<file path="src/rtl/muu_pkg.sv">
// Shared definitions for the MUU response path: arbiter states and limits.
package muu_pkg;

    typedef enum logic {
        ST_IDLE   = 1'b0,
        ST_LOCKED = 1'b1
    } state_e;

    // Largest value the per-packet beat counter can show; it sticks there.
    localparam int unsigned MAX_PKT_BEATS = 1023;
    localparam int unsigned PKT_CNT_W     = 10;

    // Width of a port index; covers up to 8 requesters.
    localparam int unsigned IDX_W = 3;

endpackage

</file>
<file path="src/rtl/muu_rr_pick.sv">
// Round-robin first-valid selector: scans req from ptr upward, wrapping.
module muu_rr_pick
    import muu_pkg::*;
#(
    parameter int NUM_PORTS = 4
) (
    input  logic [NUM_PORTS-1:0] req_i,
    input  logic [IDX_W-1:0]     ptr_i,
    output logic [IDX_W-1:0]     idx_o,
    output logic                 any_o
);

    localparam logic [IDX_W:0] NP_W = NUM_PORTS[IDX_W:0];

    logic [2*NUM_PORTS-1:0] req_dbl;
    logic [NUM_PORTS-1:0]   req_rot;
    logic [IDX_W-1:0]       offset;
    logic [IDX_W:0]         sum;

    // Rotate requests so ptr sits at bit 0, take the lowest set bit, rotate back.
    always_comb begin
        // NOTE: every combinational output gets a default first so no path leaves it unassigned and infers a latch.
        offset  = '0;
        any_o   = 1'b0;
        req_dbl = {req_i, req_i};
        req_rot = NUM_PORTS'(req_dbl >> ptr_i);
        for (int i = NUM_PORTS - 1; i >= 0; i--) begin
            if (req_rot[i]) begin
                offset = IDX_W'(i);
                any_o  = 1'b1;
            end
        end
        // ptr and offset are both below NUM_PORTS, so one subtract wraps.
        sum = {1'b0, ptr_i} + {1'b0, offset};
        if (sum >= NP_W) begin
            sum = sum - NP_W;
        end
        idx_o = sum[IDX_W-1:0];
    end

endmodule

</file>
<file path="src/rtl/muu_resp_arbiter.sv">
// Packet-locked round-robin merge of NUM_PORTS response streams into one
// registered output stream with a one-cycle arbitration bubble per packet.
module muu_resp_arbiter
    import muu_pkg::*;
#(
    parameter int NUM_PORTS  = 4,
    parameter int DATA_WIDTH = 160,
    parameter int USER_WIDTH = 8
) (
    input  logic                             clk,
    input  logic                             rst_n,
    input  logic [NUM_PORTS*DATA_WIDTH-1:0]  in_data,
    input  logic [NUM_PORTS*USER_WIDTH-1:0]  in_user,
    input  logic [NUM_PORTS-1:0]             in_valid,
    input  logic [NUM_PORTS-1:0]             in_last,
    output logic [NUM_PORTS-1:0]             in_ready,
    output logic [DATA_WIDTH-1:0]            out_data,
    output logic [USER_WIDTH-1:0]            out_user,
    output logic                             out_valid,
    output logic                             out_last,
    input  logic                             out_ready,
    input  logic                             hold,
    output logic [IDX_W-1:0]                 grant_idx,
    output logic                             busy,
    output logic [PKT_CNT_W-1:0]             pkt_beats
);

    localparam int                   LAST_PORT = NUM_PORTS - 1;
    localparam logic [IDX_W-1:0]     LAST_IDX  = LAST_PORT[IDX_W-1:0];
    localparam logic [PKT_CNT_W-1:0] PKT_MAX   = MAX_PKT_BEATS[PKT_CNT_W-1:0];

    state_e               state_q, state_d;
    logic [IDX_W-1:0]     rr_ptr_q, rr_ptr_d;
    logic [IDX_W-1:0]     grant_q, grant_d;
    logic                 started_q;
    logic [DATA_WIDTH-1:0] out_data_q;
    logic [USER_WIDTH-1:0] out_user_q;
    logic                 out_valid_q;
    logic                 out_last_q;
    logic [PKT_CNT_W-1:0] pkt_q;

    logic [DATA_WIDTH-1:0] sel_data;
    logic [USER_WIDTH-1:0] sel_user;
    logic                 sel_valid;
    logic                 sel_last;
    logic                 drain_ok;
    logic                 accept;
    logic                 grant_start;
    logic [IDX_W-1:0]     pick_idx;
    logic                 pick_any;

    muu_rr_pick #(
        .NUM_PORTS (NUM_PORTS)
    ) u_pick (
        .req_i (in_valid),
        .ptr_i (rr_ptr_q),
        .idx_o (pick_idx),
        .any_o (pick_any)
    );

    // Steer the granted port's beat onto the internal select bus.
    always_comb begin
        sel_data  = '0;
        sel_user  = '0;
        sel_valid = 1'b0;
        sel_last  = 1'b0;
        for (int i = 0; i < NUM_PORTS; i++) begin
            if (grant_q == IDX_W'(i)) begin
                sel_data  = in_data[i*DATA_WIDTH +: DATA_WIDTH];
                sel_user  = in_user[i*USER_WIDTH +: USER_WIDTH];
                sel_valid = in_valid[i];
                sel_last  = in_last[i];
            end
        end
    end

    // The output register can take a beat when empty or draining this cycle.
    assign drain_ok    = !out_valid_q || out_ready;
    assign accept      = (state_q == ST_LOCKED) && sel_valid && drain_ok;
    assign grant_start = (state_q == ST_IDLE) && started_q && !hold && pick_any;

    // Only the granted port sees ready, and only while locked.
    always_comb begin
        in_ready = '0;
        for (int i = 0; i < NUM_PORTS; i++) begin
            if ((state_q == ST_LOCKED) && (grant_q == IDX_W'(i))) begin
                in_ready[i] = drain_ok;
            end
        end
    end

    // Next state: grant from idle, release on the accepted last beat.
    always_comb begin
        state_d  = state_q;
        grant_d  = grant_q;
        rr_ptr_d = rr_ptr_q;
        case (state_q)
            ST_IDLE: begin
                if (grant_start) begin
                    state_d = ST_LOCKED;
                    grant_d = pick_idx;
                end
            end
            ST_LOCKED: begin
                if (accept && sel_last) begin
                    state_d  = ST_IDLE;
                    rr_ptr_d = (grant_q == LAST_IDX) ? '0 : grant_q + IDX_W'(1);
                end
            end
            default: state_d = ST_IDLE;
        endcase
    end

    // Control registers; started_q blocks a grant in the first cycle after reset.
    always_ff @(posedge clk or negedge rst_n) begin
        if (!rst_n) begin
            state_q   <= ST_IDLE;
            rr_ptr_q  <= '0;
            grant_q   <= '0;
            started_q <= 1'b0;
        end else begin
            // NOTE: sequential state uses non-blocking assignments so every register samples pre-edge values.
            state_q   <= state_d;
            rr_ptr_q  <= rr_ptr_d;
            grant_q   <= grant_d;
            started_q <= 1'b1;
        end
    end

    // Output stage: load on accept, clear valid when drained with nothing new.
    always_ff @(posedge clk or negedge rst_n) begin
        if (!rst_n) begin
            // NOTE: the data path is reset too so no stale beat is visible after a mid-packet reset.
            out_data_q  <= '0;
            out_user_q  <= '0;
            out_valid_q <= 1'b0;
            out_last_q  <= 1'b0;
        end else if (accept) begin
            out_data_q  <= sel_data;
            out_user_q  <= sel_user;
            out_valid_q <= 1'b1;
            out_last_q  <= sel_last;
        end else if (out_ready) begin
            out_valid_q <= 1'b0;
        end
    end

    // Beat counter for the current packet, sticking at its maximum.
    always_ff @(posedge clk or negedge rst_n) begin
        if (!rst_n) begin
            pkt_q <= '0;
        end else if (grant_start) begin
            pkt_q <= '0;
        end else if (accept && (pkt_q != PKT_MAX)) begin
            pkt_q <= pkt_q + PKT_CNT_W'(1);
        end
    end

    assign out_data  = out_data_q;
    assign out_user  = out_user_q;
    assign out_valid = out_valid_q;
    assign out_last  = out_last_q;
    assign grant_idx = grant_q;
    assign busy      = (state_q == ST_LOCKED);
    assign pkt_beats = pkt_q;

endmodule

</file>
<file path="config.mk">
export PLATFORM = sky130hd
export DESIGN_NAME = muu_resp_arbiter
export DESIGN_NICKNAME = d
export VERILOG_FILES = /design/src/rtl/muu_pkg.sv /design/src/rtl/muu_rr_pick.sv /design/src/rtl/muu_resp_arbiter.sv
export SDC_FILE = /design/constraint.sdc
export NUM_CORES = 1
export LEC_CHECK = 0
export CORE_AREA = 2 2 339 341
export DETAILED_ROUTE_END_ITERATION = 8
export DIE_AREA = 0 0 341 343
export HOLD_SLACK_MARGIN = 0.03
export PLACE_DENSITY_LB_ADDON = 0.2
export SYNTH_ARGS = -nofsm -noshare
export SYNTH_HDL_FRONTEND = slang
export SYNTH_SLANG_ARGS = --single-unit
</file>
<file path="constraint.sdc">
create_clock -name clk -period 4.8 [get_ports clk]
set_clock_uncertainty 0.2 [all_clocks]
set_input_delay 0.96 -clock clk [delete_from_list [all_inputs] [get_ports clk]]
set_output_delay 0.96 -clock clk [all_outputs]
set_load 0.01 [all_outputs]
</file>
==> reports/summary.txt, run 1 <==
synthesized cell area: 13,600 µm²
routed vias/inst: 3.78
Sequential Power Share: 0.189
Max Slew Vio Count: 0
Detailed Route Iter0 Violations: 653
vias in the first global route: 15,200
final WL: 80.9 mm
deepest level of the CTS H-tree: 4
end point of the worst hold path: out_user[7]
status: completed
per-cell routed wire length: 20.5 µm
Final Power: 14.5 mW
total congestion overflow: 0
reg-to-reg critical path endpoint: out_data[64]
Peak Freq: 252 MHz
clock slew at reported path FFs: 80 ps
post-route insts no fill: 3,939
Initial Util: 0.120
largest cells by area after synthesis: dfrtp_1 35%, a21oi_1 12%, mux2_4 12%
first-pass GRT wire length: 112 mm
Yosys reg bits: 188
core footprint: 113,000 µm²
FFs w/ async S/R, synth: 1.00
Combinational Power Share: 0.703
DP Cell Count: 3,902
Post-route DRC: 0
Cell variety after synth: 52
total negative slack: 0 ps
Synth Flop Type: dfrtp_1
Rel. slew slack: 0.376
Final nets: 3,102
I/O pin cnt: 872
largest net degree at the start of global routing: 176
critical path class: input port to primary output
gr usage total: 0.133
r2r setup slk: 1440 ps
Critical Path Sink Type: primary output
TritonCTS Buffers: 17
YS warnings: 0
Mapped Nets: 2,331
master cell of the clock root buffer: clkbuf_16
CP Buf/Inv Count: 2
Worst Hold Class: register to register
maxcap violations: 0
slowest stage cell, crit path: clkdlybuf4s50_1
RSZ-0062 raised after global routing: no
die span in x: 341 µm
Final WS setup: 838 ps
synth-to-layout area growth: 81.4%
Worst path top cell family by delay: buffers and inverters
Post-synth EDFFs: 0
CTS tree: built
most frequent CP cell: clkdlybuf4s50_1
part of the Yosys area used for sequential elements: 0.347
# setup viols final: 0
HPWL after detailed placement: 65.0 mm
hold violation count in the final report: 0
Port Buffers: 871
post-layout min period: 3960 ps
CTS Sinks: 188
crit-path cells: clkdlybuf4s50_1 -> nand2b_1 -> nand2_1 -> nor2_1 -> and2_1 -> clkdlybuf4s50_1
pwr dens: 590 nW/µm²
Post-Syn Instances: 1,639
CP Max Fanout: 4
Worst R2R Path Depth: 8
Final period util: 0.825
hold_sp: out_user[7]
Worst Tran Pin Value: 936 ps
most common cell in the netlist: nand2_1
Setup crit start kind: input port
FP Rows: 124
initial antenna violation count: 4
Crit path required time: 3640 ps
Routed Antenna Nets: 0
worst slack at placement: 800 ps
syn_area_per_cell: 8.27 µm²
final RePlAce weighted congestion: 0.817
Synth area leader: dfrtp_1
via count: 14,900
Switching Fraction: 0.458
CP Data Arrival Time: 2800 ps
post-synth top area share: 0.347
Die H: 343 µm
Max VDD drop: 0.284 mV
most frequent cells after synthesis: 348 x nand2_1, 338 x a21oi_1, 188 x dfrtp_1
Net Sw Power: 6.64 mW
cts repair resizes: 0
worst skew pair latency: 500 ps
drt pass-1 iters: 5
hold path cells: 2
CP peak stage delay: 540 ps
clock power share: 0.108
Pleak: 9.03 nW
layout cells sized above 1: 0.102
Int Power: 7.87 mW
Longest Clk Path Bufs: 2
Reg-to-Reg Start: grant_idx[1]
Die Area: 117,000 µm²
-- cell families (layout without fill, tap and decap cells) --
family	count (synthesis)	after routing	share of synthesized area
compound gates	544	544	0.209
fa+ha+maj	8	8	0.00794
buf+inv	164	948	0.0546
flops	188	188	0.347
mux	169	169	0.170
other cells	1	5	0.000277
simple gates	565	565	0.211
-- cell usage in the layout (no fill, tap or decap), types with 7 or more instances in the layout --
cell | Yosys | routed
and2_1 | 7 | 7
clkbuf_16 | 0 | 17
a21oi_1 | 338 | 338
dfrtp_1 | 188 | 188
nor3_1 | 9 | 9
nand3b_1 | 166 | 166
clkdlybuf4s50_1 | 0 | 870
o21ai_0 | 176 | 176
buf_12 | 0 | 14
buf_4 | 1 | 22
nor2_1 | 8 | 8
nor2b_1 | 7 | 7
mux2_4 | 108 | 108
mux2_2 | 58 | 58
inv_1 | 8 | 8
nand2_1 | 348 | 348
-- layout make-up --
class	instances	area, µm²
tap	1512	1890
multi-input combinational	1287	8170
clock inverter	14	173
inverter	8	30.0
fill	12600	88800
timing repair buffer	908	9180
antenna	4	10.0
sequential	188	4700
clock buffer	18	439
-- flip-flops by register name, indices dropped and copies added, names as in the netlist --
name / cells
grant_idx: 3
started_q: 1
out_valid: 1
out_data: 160
busy: 1
out_last: 1
pkt_beats: 10
out_user: 8
rr_ptr_q: 3
-- what timing repair did --
action / 4_1_cts / 5_1_grt
buffers inserted: 0 / 0
hold buffers: 1 / 0
endpoints found under the hold margin: 1 / 0
-- worst register-to-register path: cells and delay by family (launching register included) --
family                     cells  cell delay, ps
buffers and inverters          2             830
adders and majority gates      1             630
AOI/OAI and AO/OA              3             630
DFF                            1             480
muxes                          1             300
and+or+nand+nor                1             210
-- stage by stage --
stage	area [µm²]	utilization	hold slack, ps
after floorplan	13600	-	312
after global placement	24000	0.211	266
after detailed placement	24000	0.211	281
after CTS	24600	0.217	301
after global routing	24600	0.217	326
final	24600	0.217	299
-- worst max-delay path by stage --
stage / start / to / slack, ps / cells after the start
finish: out_ready / in_ready[1] / 840 / 6
global route: out_ready / in_ready[1] / 750 / 6
global placement: out_ready / in_ready[1] / 770 / 6
CTS: out_ready / in_ready[0] / 800 / 6
detailed placement: out_ready / in_ready[0] / 800 / 6
floorplan: grant_idx[0] / in_ready[2] / 2050 / 6
-- power groups by stage --
stage / combinational (mW) / clock [mW] / sequential, mW
floorplan: 5.52 / 0 / 2.97
global placement: 10.4 / 0 / 2.79
detailed placement: 10.5 / 0 / 2.77
CTS: 10.5 / 1.67 / 2.76
global route: 11.1 / 1.71 / 2.85
finish: 10.2 / 1.56 / 2.74
-- layer usage --
layer	routed length [µm]	part of all wire	GRT usage
met1	34200	0.42	0.161
met2	38700	0.48	0.225
met3	6260	0.077	0.0438
met4	1630	0.020	0.0372
met5	0	0	0
(Power assumes the default switching activity.)
==> run 2: changes to the inputs <==
--- a/config.mk
+++ b/config.mk
@@ -5,9 +5,9 @@
 export SDC_FILE = /design/constraint.sdc
 export NUM_CORES = 1
 export LEC_CHECK = 0
-export CORE_AREA = 2 2 339 341
+export CORE_AREA = 2 2 343 345
 export DETAILED_ROUTE_END_ITERATION = 8
-export DIE_AREA = 0 0 341 343
+export DIE_AREA = 0 0 345 347
 export HOLD_SLACK_MARGIN = 0.03
 export PLACE_DENSITY_LB_ADDON = 0.2
 export SYNTH_ARGS = -nofsm -noshare
==> constraint.sdc (replaced) <==
create_clock -name clk -period 3.38 [get_ports clk]
set_clock_uncertainty 0.2 [all_clocks]
set_input_delay 0.676 -clock clk [delete_from_list [all_inputs] [get_ports clk]]
set_output_delay 0.676 -clock clk [all_outputs]
set_load 0.01 [all_outputs]
==> run 2 against run 1 <==
Against the previous run:
- global-route usage increased by 0.79 points
- non-clock buffer count increased by 71
- register-to-register slack got worse by 1000 ps
- power increased by 49%
- routed wire length increased by 7.4%
- die area increased by 2.4%
- critical path depth decreased by 2
- clock power increased by 40%
- critical path type is now register to primary output
- critical endpoint unchanged
==> reports/summary.txt, run 2 (synthesis gave the netlist of run 1 again) <==
CTS tree: built (unchanged)
Peak Freq: 313 MHz
per-cell routed wire length: 21.6 µm (was 20.5 µm)
clock slew at reported path FFs: 90 ps (was 80 ps)
core footprint: 116,000 µm² (was 113,000 µm²)
Longest Clk Path Bufs: 2 (unchanged)
commonest non-fill, non-tap cell in the layout: clkdlybuf4s50_1 (unchanged)
Die H: 347 µm (was 343 µm)
total negative slack: 0 ps (unchanged)
I/O pin cnt: 872 (unchanged)
Final period util: 0.946
pwr dens: 856 nW/µm² (was 590 nW/µm²)
Post-route DRC: 0 (unchanged)
drt pass-1 iters: 6 (was 5)
routing usage on met2: 0.241 (was 0.225)
master cell of the clock root buffer: clkbuf_16 (unchanged)
Worst path top cell family by delay: buffers and inverters (unchanged)
crit-path cells: inv_1 -> ha_4 -> and2_1 -> clkdlybuf4s50_1 (was clkdlybuf4s50_1 -> nand2b_1 -> nand2_1 -> nor2_1 -> and2_1 -> clkdlybuf4s50_1)
routed vias/inst: 3.80 (was 3.78)
Final nets: 3,173 (was 3,102)
HPWL after detailed placement: 72.2 mm (was 65.0 mm)
CP Buf/Inv Count: 2 (unchanged)
CP Data Arrival Time: 2320 ps (was 2800 ps)
vias in the first global route: 15,600 (was 15,200)
first-pass GRT wire length: 120 mm (was 112 mm)
Initial Util: 0.117 (was 0.120)
TritonCTS Buffers: 17 (unchanged)
GR Layer Usage met3: 0.0457 (was 0.0438)
largest net degree at the start of global routing: 87 (was 176)
RSZ-0062 raised after global routing: no (unchanged)
Critical Path Sink Type: primary output (unchanged)
deepest level of the CTS H-tree: 4 (unchanged)
CP peak stage delay: 530 ps (was 540 ps)
Max VDD drop: 0.368 mV (was 0.284 mV)
met1 Resource Use GR: 0.169 (was 0.161)
Pleak: 9.41 nW (was 9.03 nW)
Routed Antenna Nets: 0 (unchanged)
total congestion overflow: 0 (unchanged)
initial antenna violation count: 10 (was 4)
final RePlAce weighted congestion: 0.831 (was 0.817)
maxcap violations: 0 (unchanged)
layout cells sized above 1: 0.127 (was 0.102)
worst skew pair latency: 510 ps (was 500 ps)
hold violation count in the final report: 0 (unchanged)
status: completed (unchanged)
slowest stage cell, crit path: clkdlybuf4s50_1 (unchanged)
Rel. slew slack: 0.431 (was 0.376)
Die Area: 120,000 µm² (was 117,000 µm²)
Largest register FFs: 160 (unchanged)
Detailed Route Iter0 Violations: 754 (was 653)
final WL: 86.9 mm (was 80.9 mm)
via count: 15,300 (was 14,900)
synth-to-layout area growth: 86.1% (was 81.4%)
FP Rows: 125 (was 124)
most frequent cells in the layout: 870 x clkdlybuf4s50_1, 348 x nand2_1, 338 x a21oi_1, 188 x dfrtp_1, 176 x o21ai_0 (unchanged)
critical path class: register to primary output (was input port to primary output)
CTS Sinks: 188 (unchanged)
CP Max Fanout: 16 (was 4)
Worst Hold Class: register to register (unchanged)
Worst Tran Pin Value: 853 ps (was 936 ps)
Final Power: 21.6 mW (was 14.5 mW)
gr usage total: 0.141 (was 0.133)
most used routing layer: met2 (unchanged)
Setup crit start kind: register (was input port)
Crit path required time: 2500 ps (was 3640 ps)
Port Buffers: 871 (unchanged)
Max Slew Vio Count: 0 (unchanged)
post-layout min period: 3200 ps
die span in x: 345 µm (was 341 µm)
# setup viols final: 0 (unchanged)
[run 2: repair_timing]
action                     CTS  global route
hold endpoints to repair    58             0
resized for setup            0             1
setup endpoints to repair    0             2
setup buffers                0             5
hold buffers                 1             0
[run 2: worst paths after layout]
check | depth (start not counted) | from | slack [ps] | endpoint
min in group asynchronous | 2 | rst_n | 550 | out_data[159]
min reg2reg | 2 | out_user[7] | 300 | out_user[7]
min | 2 | out_user[7] | 300 | out_user[7]
max reg2reg | 8 | grant_idx[1] | 430 | out_data[138]
max in group asynchronous | 3 | rst_n | 1700 | out_user[5]
max | 4 | grant_idx[1] | 180 | in_ready[1]
[run 2: report_power, final]
group          internal (mW)  total, mW  switching [mW]
clock network           1.06       2.18            1.12
registers               3.26       3.95           0.690
logic                   7.49       15.5            7.98
[run 2: per-stage QoR]
step / hold WS (ps) / util / worst slack [ps] / cells / area, µm²
after global placement: 263 / 0.213 / 238 / 3980 / 24600
after floorplan: 180 / - / 910 / 1639 / 13600
after global routing: 308 / 0.218 / 31.1 / 4019 / 25200
after CTS: 294 / 0.218 / 4.42 / 4013 / 25200
final: 296 / 0.218 / 182 / 4020 / 25200
after detailed placement: 273 / 0.213 / 283 / 3980 / 24600
[run 2: cell type report]
type | instances | area (µm²)
Clock inverter | 12 | 131
Multi-Input combinational cell | 1287 | 8170
Tap cell | 1524 | 1910
Antenna cell | 2 | 5.00
Clock buffer | 20 | 447
Timing Repair Buffer | 979 | 9840
Inverter | 8 | 30.0
Sequential cell | 188 | 4700
Fill cell | 12900 | 90500
[run 2: worst register-to-register path, cell delays in order (launching register included)]
cell	delay, ps
dfrtp_1	480
inv_1	190
ha_4	410
buf_12	280
nand3b_1	170
a21oi_1	60
a21oi_1	400
o21ai_0	310
mux2_4	340
[run 2: metal layers]
| layer | vias up | part of all wire |
|---|---|---|
| met3 | 63 | 0.070 |
| met5 | - | 0.00071 |
| met2 | 630 | 0.49 |
| met1 | 7143 | 0.42 |
| li1 | 7440 | - |
| met4 | 8 | 0.020 |
==> run 3: changes to the inputs <==
--- a/config.mk
+++ b/config.mk
@@ -5,9 +5,9 @@
 export SDC_FILE = /design/constraint.sdc
 export NUM_CORES = 1
 export LEC_CHECK = 0
-export CORE_AREA = 2 2 343 345
+export CORE_AREA = 2 2 339 341
 export DETAILED_ROUTE_END_ITERATION = 8
-export DIE_AREA = 0 0 345 347
+export DIE_AREA = 0 0 341 343
 export HOLD_SLACK_MARGIN = 0.03
 export PLACE_DENSITY_LB_ADDON = 0.2
 export SYNTH_ARGS = -nofsm -noshare
==> constraint.sdc (replaced) <==
create_clock -name clk -period 3.7 [get_ports clk]
set_clock_uncertainty 0.2 [all_clocks]
set_input_delay 0.74 -clock clk [delete_from_list [all_inputs] [get_ports clk]]
set_output_delay 0.74 -clock clk [all_outputs]
set_load 0.01 [all_outputs]
==> run 3 against run 2 <==
Against the previous run:
- final area decreased by 1.5%
- highest routed layer is now met4
- cell count decreased by 1.3%
- first-iteration DRC count decreased by 27%
- sequential share of layout area increased by 0.28 points
- sequential power decreased by 9.9%
- largest power group unchanged
- worst setup slack improved by 36 ps
- critical path depth increased by 2
==> reports/summary.txt, run 3 (synthesis gave the netlist of run 1 again) <==
status: completed (unchanged)
r2r setup slk: 640 ps (was 430 ps)
Sequential Power Share: 0.187 (was 0.183)
Final nets: 3,132 (was 3,173)
FP Rows: 124 (was 125)
Switching Fraction: 0.453 (about the same)
master cell of the clock root buffer: clkbuf_16 (unchanged)
pwr dens: 767 nW/µm² (was 856 nW/µm²)
number of hold buffers added after CTS: 0 (was 1)
Pleak: 9.19 nW (was 9.41 nW)
reg-to-reg critical path endpoint: out_data[30] (was out_data[138])
Max VDD drop: 0.538 mV (was 0.368 mV)
Detailed Route Iter0 Violations: 551 (was 754)
die span in x: 341 µm (was 345 µm)
layout cells sized above 1: 0.113 (was 0.127)
clock power share: 0.100 (was 0.101)
fill count: 12,600 (was 12,900)
Combinational Power Share: 0.713 (was 0.716)
core footprint: 113,000 µm² (was 116,000 µm²)
Initial Util: 0.120 (was 0.117)
HPWL after detailed placement: 65.7 mm (was 72.2 mm)
post-route insts no fill: 3,966 (was 4,020)
final RePlAce weighted congestion: 0.812 (was 0.831)
gr usage total: 0.132 (was 0.141)
CP Max Fanout: 4 (was 16)
commonest non-fill, non-tap cell in the layout: clkdlybuf4s50_1 (unchanged)
post-layout min period: 3480 ps
cts repair resizes: 0 (unchanged)
Final period util: 0.941
Setup Buffers After CTS: 0 (unchanged)
CP Data Arrival Time: 2540 ps (was 2320 ps)
Routed Antenna Nets: 0 (unchanged)
vias in the first global route: 15,500 (was 15,600)
Post-route DRC: 0 (unchanged)
maxcap violations: 0 (unchanged)
synth-to-layout area growth: 83.3% (was 86.1%)
drt pass-1 iters: 5 (was 6)
hold violation count in the final report: 0 (unchanged)
worst skew pair latency: 490 ps (was 510 ps)
Net Sw Power: 8.64 mW (was 9.79 mW)
CTS tree: built (unchanged)
Storage cell area: 4700 µm² (unchanged)
Peak Freq: 287 MHz
Crit path required time: 2760 ps (was 2500 ps)
# setup viols final: 0 (unchanged)
worst hold slack: 27.8 ps (was 296 ps)
Worst Hold Class: input port to asynchronous set/reset pin (was register to register)
Port Buffers: 871 (unchanged)
total negative slack: 0 ps (unchanged)
Rel. slew slack: 0.380 (was 0.431)
final WL: 80.6 mm (was 86.9 mm)
critical path launch point: out_ready (was grant_idx[1])
Longest Clk Path Bufs: 2 (unchanged)
Setup crit start kind: input port (was register)
Int Power: 10.4 mW (was 11.8 mW)
instance area at placement: 24,300 µm² (was 24,600 µm²)
Reg-to-Reg Start: grant_idx[1] (unchanged)
Worst Tran Pin Value: 931 ps (was 853 ps)
routed vias/inst: 3.76 (was 3.80)
Worst R2R Path Depth: 9 (was 8)
most frequent cells in the layout: 870 x clkdlybuf4s50_1, 348 x nand2_1, 338 x a21oi_1, 188 x dfrtp_1, 176 x o21ai_0 (unchanged)
Die Area: 117,000 µm² (was 120,000 µm²)
Critical path destination: in_ready[1] (unchanged)
via count: 14,900 (was 15,300)
RSZ-0062 raised after global routing: no (unchanged)
CTS Sinks: 188 (unchanged)
largest net degree at the start of global routing: 168 (was 87)
first-pass GRT wire length: 112 mm (was 120 mm)
deepest level of the CTS H-tree: 4 (unchanged)
area of the multi-input gates: 8170 µm² (about the same)
Final Power: 19.1 mW (was 21.6 mW)
Max Slew Vio Count: 0 (unchanged)
Largest register FFs: 160 (unchanged)
initial antenna violation count: 3 (was 10)
per-cell routed wire length: 20.3 µm (was 21.6 µm)
Die H: 343 µm (was 347 µm)
clock slew at reported path FFs: 90 ps (about the same)
critical path class: input port to primary output (was register to primary output)
total congestion overflow: 0 (unchanged)
Critical Path Sink Type: primary output (unchanged)
Finished Cell Area: 24,900 µm² (was 25,200 µm²)
I/O pin cnt: 872 (unchanged)
TritonCTS Buffers: 17 (unchanged)
DP Cell Count: 3,933 (was 3,980)
==> run 3: critical path, cell delays in order <==
cell and delay, ps:
clkdlybuf4s50_1 520, nand2b_1 210, nand2_1 90, nor2_1 270
and2_1 180, clkdlybuf4s50_1 530
==> run 3: metal layers <==
layer / part of all wire / track usage
met5: 0 / 0
met4: 0.016 / 0.0324
met3: 0.076 / 0.0428
met2: 0.49 / 0.228
met1: 0.42 / 0.156
==> run 3: metrics by stage <==
stage                     utilization  setup slack, ps
after global routing            0.219              174
after detailed placement        0.214              216
after CTS                       0.219              206
after floorplan                     -             1170
final                           0.219              218
after global placement          0.214              185
==> run 3: layout make-up <==
type                       instances  area share
sequential                       188       0.189
clock buffer                      17      0.0171
timing repair buffer             938       0.381
tap                             1512      0.0761
multi-input combinational       1287       0.329
antenna                            1    0.000101
inverter                           8     0.00121
clock inverter                    15     0.00619
==> run 3: worst min path at each step <==
stage                                to  slack, ps  cells after the start
final                      pkt_beats[5]         30                      1
after global routing       out_data[47]         40                      1
after CTS                  out_data[64]         50                      1
after detailed placement   out_data[62]        280                      1
after global placement    out_data[159]        280                      2
after floorplan                    busy        240                      0
==> run 3: power groups by stage <==
stage	logic, mW	clock network (mW)	registers [mW]
floorplan	7.16	0	3.86
global placement	13.9	0	3.63
detailed placement	13.9	0	3.61
CTS	14.0	2.03	3.59
global route	14.7	2.08	3.69
finish	13.6	1.90	3.56
